`src/rtl/gate_sweep_ctrl_if.sv`:
```
// gate_sweep_ctrl_if
//
// Signal bundle between the gate sweep sequencer and the rest of the system.
// Groups the sweep request, the gate stimulus/response pair and the status
// outputs. The clock and reset stay plain ports on the modules.
//
//   start     : sweep request from bring-up/self-test logic
//   a, b      : gate inputs driven by the sequencer
//   and_out   : gate block response a & b
//   or_out    : gate block response a | b
//   not_out   : gate block response ~a
//   busy      : sweep in progress
//   done      : sweep complete (level)
//   pass      : all four vectors matched (valid with done)
//   vec_idx   : index of the vector currently applied
//   fail_mask : per-vector mismatch flags
//   err_count : number of failing vectors
//
// master : the sequencer side
// slave  : the environment side (gate block plus requester)

interface gate_sweep_ctrl_if;

   logic       start;
   logic       a;
   logic       b;
   logic       and_out;
   logic       or_out;
   logic       not_out;
   logic       busy;
   logic       done;
   logic       pass;
   logic [1:0] vec_idx;
   logic [3:0] fail_mask;
   logic [2:0] err_count;

   modport master (
      input  start,
      input  and_out,
      input  or_out,
      input  not_out,
      output a,
      output b,
      output busy,
      output done,
      output pass,
      output vec_idx,
      output fail_mask,
      output err_count
   );

   modport slave (
      output start,
      output and_out,
      output or_out,
      output not_out,
      input  a,
      input  b,
      input  busy,
      input  done,
      input  pass,
      input  vec_idx,
      input  fail_mask,
      input  err_count
   );

endinterface

```
`src/rtl/gate_sweep_ctrl.sv`:
```
// gate_sweep_ctrl
//
// Self-checking sweep sequencer for the two-input gate datapath. Applies the
// vectors ab = 00, 01, 10, 11 in order, holds each one for HOLD_CYCLES cycles,
// then spends one cycle comparing and_out/or_out/not_out against a&b, a|b, ~a.
// Mismatching vectors are flagged in fail_mask and counted in err_count; after
// the last vector the block parks in DONE with pass = (fail_mask == 0).
//
// Parameters
//   HOLD_CYCLES : cycles each vector is held before sampling (>= 1)
//
// Ports
//   clk   : rising-edge clock
//   rst_n : asynchronous active-low reset
//   bus   : gate_sweep_ctrl_if master modport (start, gate stimulus/response,
//           busy/done/pass/vec_idx/fail_mask/err_count status)

module gate_sweep_ctrl #(
   parameter int unsigned HOLD_CYCLES = 10
) (
   input  logic               clk,
   input  logic               rst_n,
   gate_sweep_ctrl_if.master  bus
);

   // Counter must be able to hold HOLD_CYCLES; never narrower than one bit.
   localparam int unsigned CntW =
      ($clog2(HOLD_CYCLES + 1) > 1) ? $clog2(HOLD_CYCLES + 1) : 1;
   localparam logic [CntW-1:0] CntLast = CntW'(HOLD_CYCLES - 1);

   typedef enum logic [1:0] {
      StIdle,
      StApply,
      StSample,
      StDone
   } state_e;

   state_e          state_q, state_d;
   logic [CntW-1:0] cnt_q, cnt_d;
   logic [1:0]      vec_q, vec_d;
   logic [3:0]      mask_q, mask_d;
   logic [2:0]      err_q, err_d;
   logic            pass_q, pass_d;

   logic            exp_and;
   logic            exp_or;
   logic            exp_not;
   logic            mismatch;

   // Expected gate responses for the vector currently on a/b.
   always_comb begin
      exp_and  = vec_q[1] & vec_q[0];
      exp_or   = vec_q[1] | vec_q[0];
      exp_not  = ~vec_q[1];
      mismatch = (bus.and_out != exp_and) |
                 (bus.or_out  != exp_or)  |
                 (bus.not_out != exp_not);
   end

   always_comb begin
      state_d = state_q;
      cnt_d   = cnt_q;
      vec_d   = vec_q;
      mask_d  = mask_q;
      err_d   = err_q;
      pass_d  = pass_q;

      unique case (state_q)
         StIdle, StDone: begin
            if (bus.start) begin
               mask_d  = 4'b0000;
               err_d   = 3'd0;
               pass_d  = 1'b0;
               vec_d   = 2'd0;
               cnt_d   = '0;
               state_d = StApply;
            end
         end

         StApply: begin
            cnt_d = cnt_q + 1'b1;
            if (cnt_q == CntLast) begin
               state_d = StSample;
            end
         end

         StSample: begin
            cnt_d = '0;
            // Guard on the existing flag so a vector is never counted twice.
            if (mismatch && !mask_q[vec_q]) begin
               mask_d[vec_q] = 1'b1;
               err_d         = err_q + 3'd1;
            end
            if (vec_q == 2'd3) begin
               pass_d  = (mask_d == 4'b0000);
               state_d = StDone;
            end else begin
               vec_d   = vec_q + 2'd1;
               state_d = StApply;
            end
         end

         default: begin
            state_d = StIdle;
         end
      endcase
   end

   always_ff @(posedge clk or negedge rst_n) begin
      if (!rst_n) begin
         state_q <= StIdle;
         cnt_q   <= '0;
         vec_q   <= 2'd0;
         mask_q  <= 4'b0000;
         err_q   <= 3'd0;
         pass_q  <= 1'b0;
      end else begin
         state_q <= state_d;
         cnt_q   <= cnt_d;
         vec_q   <= vec_d;
         mask_q  <= mask_d;
         err_q   <= err_d;
         pass_q  <= pass_d;
      end
   end

   // Status decoded from registered state only, so reset clears it at once.
   assign bus.a         = vec_q[1];
   assign bus.b         = vec_q[0];
   assign bus.busy      = (state_q == StApply) || (state_q == StSample);
   assign bus.done      = (state_q == StDone);
   assign bus.pass      = pass_q;
   assign bus.vec_idx   = vec_q;
   assign bus.fail_mask = mask_q;
   assign bus.err_count = err_q;

   busy_done_exclusive: assert property (
      @(posedge clk) disable iff (!rst_n) !(bus.busy && bus.done)
   );

   err_count_matches_mask: assert property (
      @(posedge clk) disable iff (!rst_n)
         bus.err_count == 3'($countones(bus.fail_mask))
   );

endmodule

```
`src/flat_wrapper.sv`:
```
// flat-port wrapper written by rule: the top's interface ports become plain ports
module gate_sweep_ctrl_flat 
#(
   parameter int unsigned HOLD_CYCLES = 10
)
  (clk, rst_n, bus_start, bus_and_out, bus_or_out, bus_not_out, bus_a, bus_b, bus_busy, bus_done, bus_pass, bus_vec_idx, bus_fail_mask, bus_err_count);
  gate_sweep_ctrl_if bus_i ();
  input  logic clk;
  input  logic rst_n;
  input wire logic [$bits(bus_i.start)-1:0] bus_start;
  input wire logic [$bits(bus_i.and_out)-1:0] bus_and_out;
  input wire logic [$bits(bus_i.or_out)-1:0] bus_or_out;
  input wire logic [$bits(bus_i.not_out)-1:0] bus_not_out;
  output wire logic [$bits(bus_i.a)-1:0] bus_a;
  output wire logic [$bits(bus_i.b)-1:0] bus_b;
  output wire logic [$bits(bus_i.busy)-1:0] bus_busy;
  output wire logic [$bits(bus_i.done)-1:0] bus_done;
  output wire logic [$bits(bus_i.pass)-1:0] bus_pass;
  output wire logic [$bits(bus_i.vec_idx)-1:0] bus_vec_idx;
  output wire logic [$bits(bus_i.fail_mask)-1:0] bus_fail_mask;
  output wire logic [$bits(bus_i.err_count)-1:0] bus_err_count;
  assign bus_i.start = bus_start;
  assign bus_i.and_out = bus_and_out;
  assign bus_i.or_out = bus_or_out;
  assign bus_i.not_out = bus_not_out;
  assign bus_a = bus_i.a;
  assign bus_b = bus_i.b;
  assign bus_busy = bus_i.busy;
  assign bus_done = bus_i.done;
  assign bus_pass = bus_i.pass;
  assign bus_vec_idx = bus_i.vec_idx;
  assign bus_fail_mask = bus_i.fail_mask;
  assign bus_err_count = bus_i.err_count;
  gate_sweep_ctrl #(.HOLD_CYCLES(HOLD_CYCLES)) u_core (.clk(clk), .rst_n(rst_n), .bus(bus_i));
endmodule
```
`config.mk`:
```
export PLATFORM = sky130hd
export DESIGN_NAME = gate_sweep_ctrl_flat
export DESIGN_NICKNAME = d
export VERILOG_FILES = /design/src/rtl/gate_sweep_ctrl_if.sv /design/src/rtl/gate_sweep_ctrl.sv /design/src/flat_wrapper.sv
export SDC_FILE = /design/constraint.sdc
export NUM_CORES = 1
export LEC_CHECK = 0
export CAP_MARGIN = 30
export CELL_PAD_IN_SITES_DETAIL_PLACEMENT = 0
export CELL_PAD_IN_SITES_GLOBAL_PLACEMENT = 1
export CORE_ASPECT_RATIO = 0.9
export CORE_UTILIZATION = 38
export DETAILED_ROUTE_END_ITERATION = 10
export HOLD_SLACK_MARGIN = 0.02
export PLACE_DENSITY = 0.83
export SYNTH_ARGS = -nofsm -noshare
export SYNTH_HDL_FRONTEND = slang
export SYNTH_SLANG_ARGS = --single-unit
```
`constraint.sdc`:
```
create_clock -name clk -period 2 [get_ports clk]
set_input_delay 0.3 -clock clk [delete_from_list [all_inputs] [get_ports clk]]
set_output_delay 0.3 -clock clk [all_outputs]
set_load 0.1 [all_outputs]
```
==> flow_summary.yaml, run 1 <==
critical_path:
  cp.required_ns: 2.20
  path_max_fanout: 10
  ff2ff_setup_slack_ns: 0.14
  crit_arrival_ns: 2.06
  cp-end-kind: "flip-flop"
  critPathLaunchType: "flip-flop"
  worstSetupPathType: "flip-flop to flip-flop"
floorplan:
  num_rows: 17
  initial_core_util_pct: 41.7
  die_area_mm2: 0.00299
  design.core.area_mm2: 0.00253
  pin_count: 20
  die_w_um: 57.5
  die_h_um: 52.0
clock_network:
  numClockSinks: 16
  cts-htree-levels: 1
  clk_pin_slew_ns: 0.11
  cts_tree: "built"
  cts.root.buffer_cell: "clkbuf_4"
  postCtsHoldBufs: 0
  cts_max_path_buffers: 2
  cts_buffers: 3
  cts-resized-gates: 0
  worstSkewPairLatency_ns: 0.30
  post_cts_buffers: 0
global_route:
  grt_pass1_wl_mm: 4.12
  grt_pass1_vias: 859
  grt_usage_pct: 18.2
  antenna_found_initial: 0
  grt_max_degree: 17
  gr-total-overflow: 0
synth:
  synth_ff_type: "dfrtp_1"
  synth_top_area_share_pct: 38.0
  synthesis.area_mm2: 0.00105
  yosysTopAreaCell: "dfrtp_1"
  ys_ff_latch: 16
  synth-seq-area-share_pct: 38.0
  synth_edf_count: 0
  syn_inst: 112
  synth_fp_nets: 129
  synthDistinctLibCells: 31
  async_flop_share_pct: 100
  yosysWarnings: 0
  synthTopCellsByArea: "dfrtp_1, ha_1, a21oi_1"
  syn_avg_cell_area_um2: 9.42
routing:
  dr.pass1.iters: 9
  wirelength_mm: 2.42
  num_vias: 891
  wl_per_cell_um: 15.0
  detail_route.vias_per_cell: 5.53
  drc: 1
  ant_nets: 0
  drtIter0Drc: 46
sta:
  period_share_pct: 93.1
  finalSetupViolCount: 0
  worst_pin_slew_ns: 0.387
  worst_clock_skew_ns: 0.0165
  rsz0062_at_grt: "false"
  maxSlewHeadroom_pct: 74.0
  fmax_mhz: 537
  drv_slew: 0
  fin_crit_ns: 1.86
  finalHoldViolCount: 0
  final.setup.tns_ns: 0
cells_and_area:
  fillers: 242
  diodes: 0
  regArea_um2: 413
  layout-drive-gt1-share_pct: 24.1
  area_growth_pct: 24.4
  fin_nets: 151
  most-common-layout-cells: "buf_4, ha_1, dfrtp_1"
  final_common_cell: "buf_4"
  multiInputGateArea_um2: 591
run_status:
  outcome: "finished, violations left"
  violations: "design-rule violations"
placement:
  io_buffers: 19
  place_hpwl_mm: 1.75
  place.gp.congestion: 0.767
worst_hold_path:
  hold_path.class: "primary input to asynchronous set/reset pin"
run:
  drv_cap: 0
critical path: stages (launching register included):
cell and delay (ns):
dfrtp_4 0.54, ha_1 0.33, xnor2_1 0.20, a31oi_4 0.33, mux2i_1 0.29, o21ai_2 0.08
path summary, 6_finish.rpt:
kind | start | to | cells past startpoint
hold / removal | rst_n | u_core.bus.err_count[2] | 2
min in group clk | u_core.bus.pass | u_core.bus.pass | 2
setup reg to reg | u_core.bus.vec_idx[0] | u_core.bus.err_count[0] | 5
max in group asynchronous | rst_n | u_core.bus.vec_idx[1] | 2
setup / recovery | u_core.bus.vec_idx[0] | u_core.bus.err_count[0] | 5
hold reg to reg | u_core.bus.pass | u_core.bus.pass | 2
cells in the mapped netlist, drive strengths merged (3+ instances only):
cell     n
nand2    9
o21ai   10
nand3b   3
ha      11
a21oi    9
a31oi    6
nand2b   5
nand3    3
inv      8
clkbuf   5
nor2     4
dfrtp   16
final cells by class:
class                      instances  share of cell area [%]
sequential                        16                    31.5
timing repair buffer              24                    16.6
inverter                           8                    2.29
multi-input combinational         81                    45.0
tap                               28                    2.67
clock buffer                       4                    2.00
metal layers:
metal	wire (um)	GRT usage (%)	up-vias
li1	-	-	437
met1	1160	24.7	431
met2	1140	29.8	19
met3	85	2.99	4
met4	30	4.88	0
met5	0	0	-
metrics by stage:
step	utilization, %	std cells	hold WS (ns)	setup slack [ns]	area, um2
2_1_floorplan	-	112	0.00441	0.0672	1070
6_report	51.9	161	0.303	0.137	1310
3_3_place_gp	50.8	157	0.520	0.159	1290
5_1_grt	51.9	161	0.346	0.0131	1310
4_1_cts	51.9	161	0.323	0.139	1310
3_5_place_dp	50.8	157	0.501	0.144	1290
registers in the layout (all words and copies together), names as in the netlist:
| name | count |
|---|---|
| u_core.bus.fail_mask | 4 |
| u_core.cnt_q | 4 |
| u_core.bus.err_count | 3 |
| u_core.bus.vec_idx | 2 |
| u_core.state_q | 2 |
| u_core.bus.pass | 1 |
kinds of logic after synthesis:
family                     count (synthesis)  share of synthesized area [%]
adders and majority gates                 11                           13.0
xor gates and xnor gates                   3                           2.49
DFF                                       16                           38.0
buffers and inverters                     15                           6.05
AOI/OAI and AO/OA                         33                           20.9
muxes                                      3                           4.03
and+or+nand+nor                           31                           15.5
Power of run 1 is left out: the tool's default activity adds up to more than one toggle a clock period on the data nets, which glitch-free logic cannot reach.
==> run 2: changes to the inputs <==
--- a/config.mk
+++ b/config.mk
@@ -8,7 +8,7 @@
 export CAP_MARGIN = 30
 export CELL_PAD_IN_SITES_DETAIL_PLACEMENT = 0
 export CELL_PAD_IN_SITES_GLOBAL_PLACEMENT = 1
-export CORE_ASPECT_RATIO = 0.9
+export CORE_ASPECT_RATIO = 0.8
 export CORE_UTILIZATION = 38
 export DETAILED_ROUTE_END_ITERATION = 10
 export HOLD_SLACK_MARGIN = 0.02
==> run 2 against run 1 <==
  * The flow now finishes without violations
  * Cell area up 2.7%
  * Wire length decreased by 5.4%
  * Global-route usage decreased by 0.77 points
  * Non-clock buffer count up 2
  * Worst hold slack gained 0.023 ns
  * Setup slack improved by 0.025 ns
  * Utilization grew 1.1 points
  * Critical path depth stayed put
  * Via count increased by 0.79%
  * Sequential cell count unchanged
  * Register-to-register slack better by 0.09 ns
  * Critical path type is now flip-flop to primary output
  * Highest routed layer unchanged
==> flow_summary.yaml, run 2 (synthesized netlist as in run 1, its figures left out) <==
run_status:
  outcome: "finished clean"
global_route:
  antenna_found_initial: 0
  grt_pass1_wl_mm: 3.90
  gr-total-overflow: 0
  grt_max_degree: 17
  grt_usage_pct: 17.4
  grt_pass1_vias: 828
floorplan:
  num_rows: 16
  die_area_mm2: 0.00299
  initial_core_util_pct: 41.5
  die_h_um: 49.1
  die_w_um: 60.9
  design.core.area_mm2: 0.00254
  pin_count: 20
cells_and_area:
  fin_nets: 153
  area_growth_pct: 27.8
  diodes: 0
  final_common_cell: "buf_4"
  final_util_pct: 53.0
  layout-drive-gt1-share_pct: 25.9
  most-common-layout-cells: "buf_4, ha_1, dfrtp_1"
  multiInputGateArea_um2: 591
  fillers: 239
  regArea_um2: 413
clock_network:
  numClockSinks: 16
  cts.root.buffer_cell: "clkbuf_4"
  cts_tree: "built"
  worstSkewPairLatency_ns: 0.28
  cts_buffers: 3
  postCtsHoldBufs: 0
  clk_pin_slew_ns: 0.09
  cts-htree-levels: 1
  cts_max_path_buffers: 2
critical_path:
  path_max_fanout: 5
  critPathLaunchType: "flip-flop"
  worstSetupPathType: "flip-flop to primary output"
  cp.required_ns: 1.70
  startpoint: "u_core.state_q[0]"
  crit_arrival_ns: 1.54
  r2r-start: "u_core.bus.vec_idx[0]"
  cp-end-kind: "primary output"
sta:
  drv_slew: 0
  fin_crit_ns: 1.84
  rsz0062_at_grt: "false"
  fmax_mhz: 544
  finalSetupViolCount: 0
  finalHoldViolCount: 0
  worst_clock_skew_ns: 0.00296
  period_share_pct: 91.9
  final.setup.tns_ns: 0
  worst_pin_slew_ns: 0.390
  maxSlewHeadroom_pct: 74.0
routing:
  drtIter0Drc: 52
  wl_per_cell_um: 13.4
  ant_nets: 0
  dr.pass1.iters: 4
  num_vias: 898
  wirelength_mm: 2.29
  drc: 0
  detail_route.vias_per_cell: 5.25
placement:
  place_hpwl_mm: 1.80
  io_buffers: 19
  place.gp.congestion: 0.807
run:
  drv_cap: 0
worst_hold_path:
  hold_path.class: "primary input to asynchronous set/reset pin"
[run 2: cell types whose count changed in the layout (fill, tap and decap cells not counted), sizes merged]
cell	before	now
buf	19	21
[run 2: repair_timing]
action | 4_1_cts | 5_1_grt
endpoints found under the hold margin | 0 | 0
setup buffers | 0 | 1
gates resized for setup | 0 | 0
endpoints found under the setup margin | 0 | 1
[run 2: worst max-delay path, cell delays in order, from the launching register on]
cell and delay [ns]:
dfrtp_1 0.39, inv_1 0.05, ha_1 0.34, buf_4 0.17, inv_1 0.11, buf_12 0.19
[run 2: layout make-up]
cell class	count	share of cell area, %
multi-input combinational	81	43.8
sequential	16	30.6
inverter	8	2.23
tap	36	3.34
clock buffer	4	2.69
timing repair buffer	26	17.3
[run 2: worst paths after layout]
path	end	slack [ns]	depth (start not counted)
min in group clk	u_core.cnt_q[2]	0.57	1
min	u_core.bus.vec_idx[0]	0.33	2
max reg2reg	u_core.bus.err_count[0]	0.23	6
max in group asynchronous	u_core.bus.vec_idx[1]	1.47	2
min reg2reg	u_core.cnt_q[2]	0.57	1
max	bus_busy	0.16	5
[run 2: per-layer routing]
layer  global-route usage, %  up-vias  wire length, um
met5                       0        -                0
li1                        -      446                -
met3                    5.57        2              110
met2                    23.6       25              980
met1                    26.4      425             1190
met4                    4.17        0                8
[run 2: metrics by stage]
step / hold slack [ns] / setup slack [ns] / std cells / instance area (um2)
final: 0.326 / 0.162 / 171 / 1350
after global routing: 0.335 / 0.0662 / 171 / 1350
after CTS: 0.318 / 0.0834 / 170 / 1340
after detailed placement: 0.548 / 0.179 / 166 / 1300
after global placement: 0.530 / 0.254 / 166 / 1300
after floorplan: 0.00441 / 0.0672 / 112 / 1070
Power of run 2 is left out for the same reason.
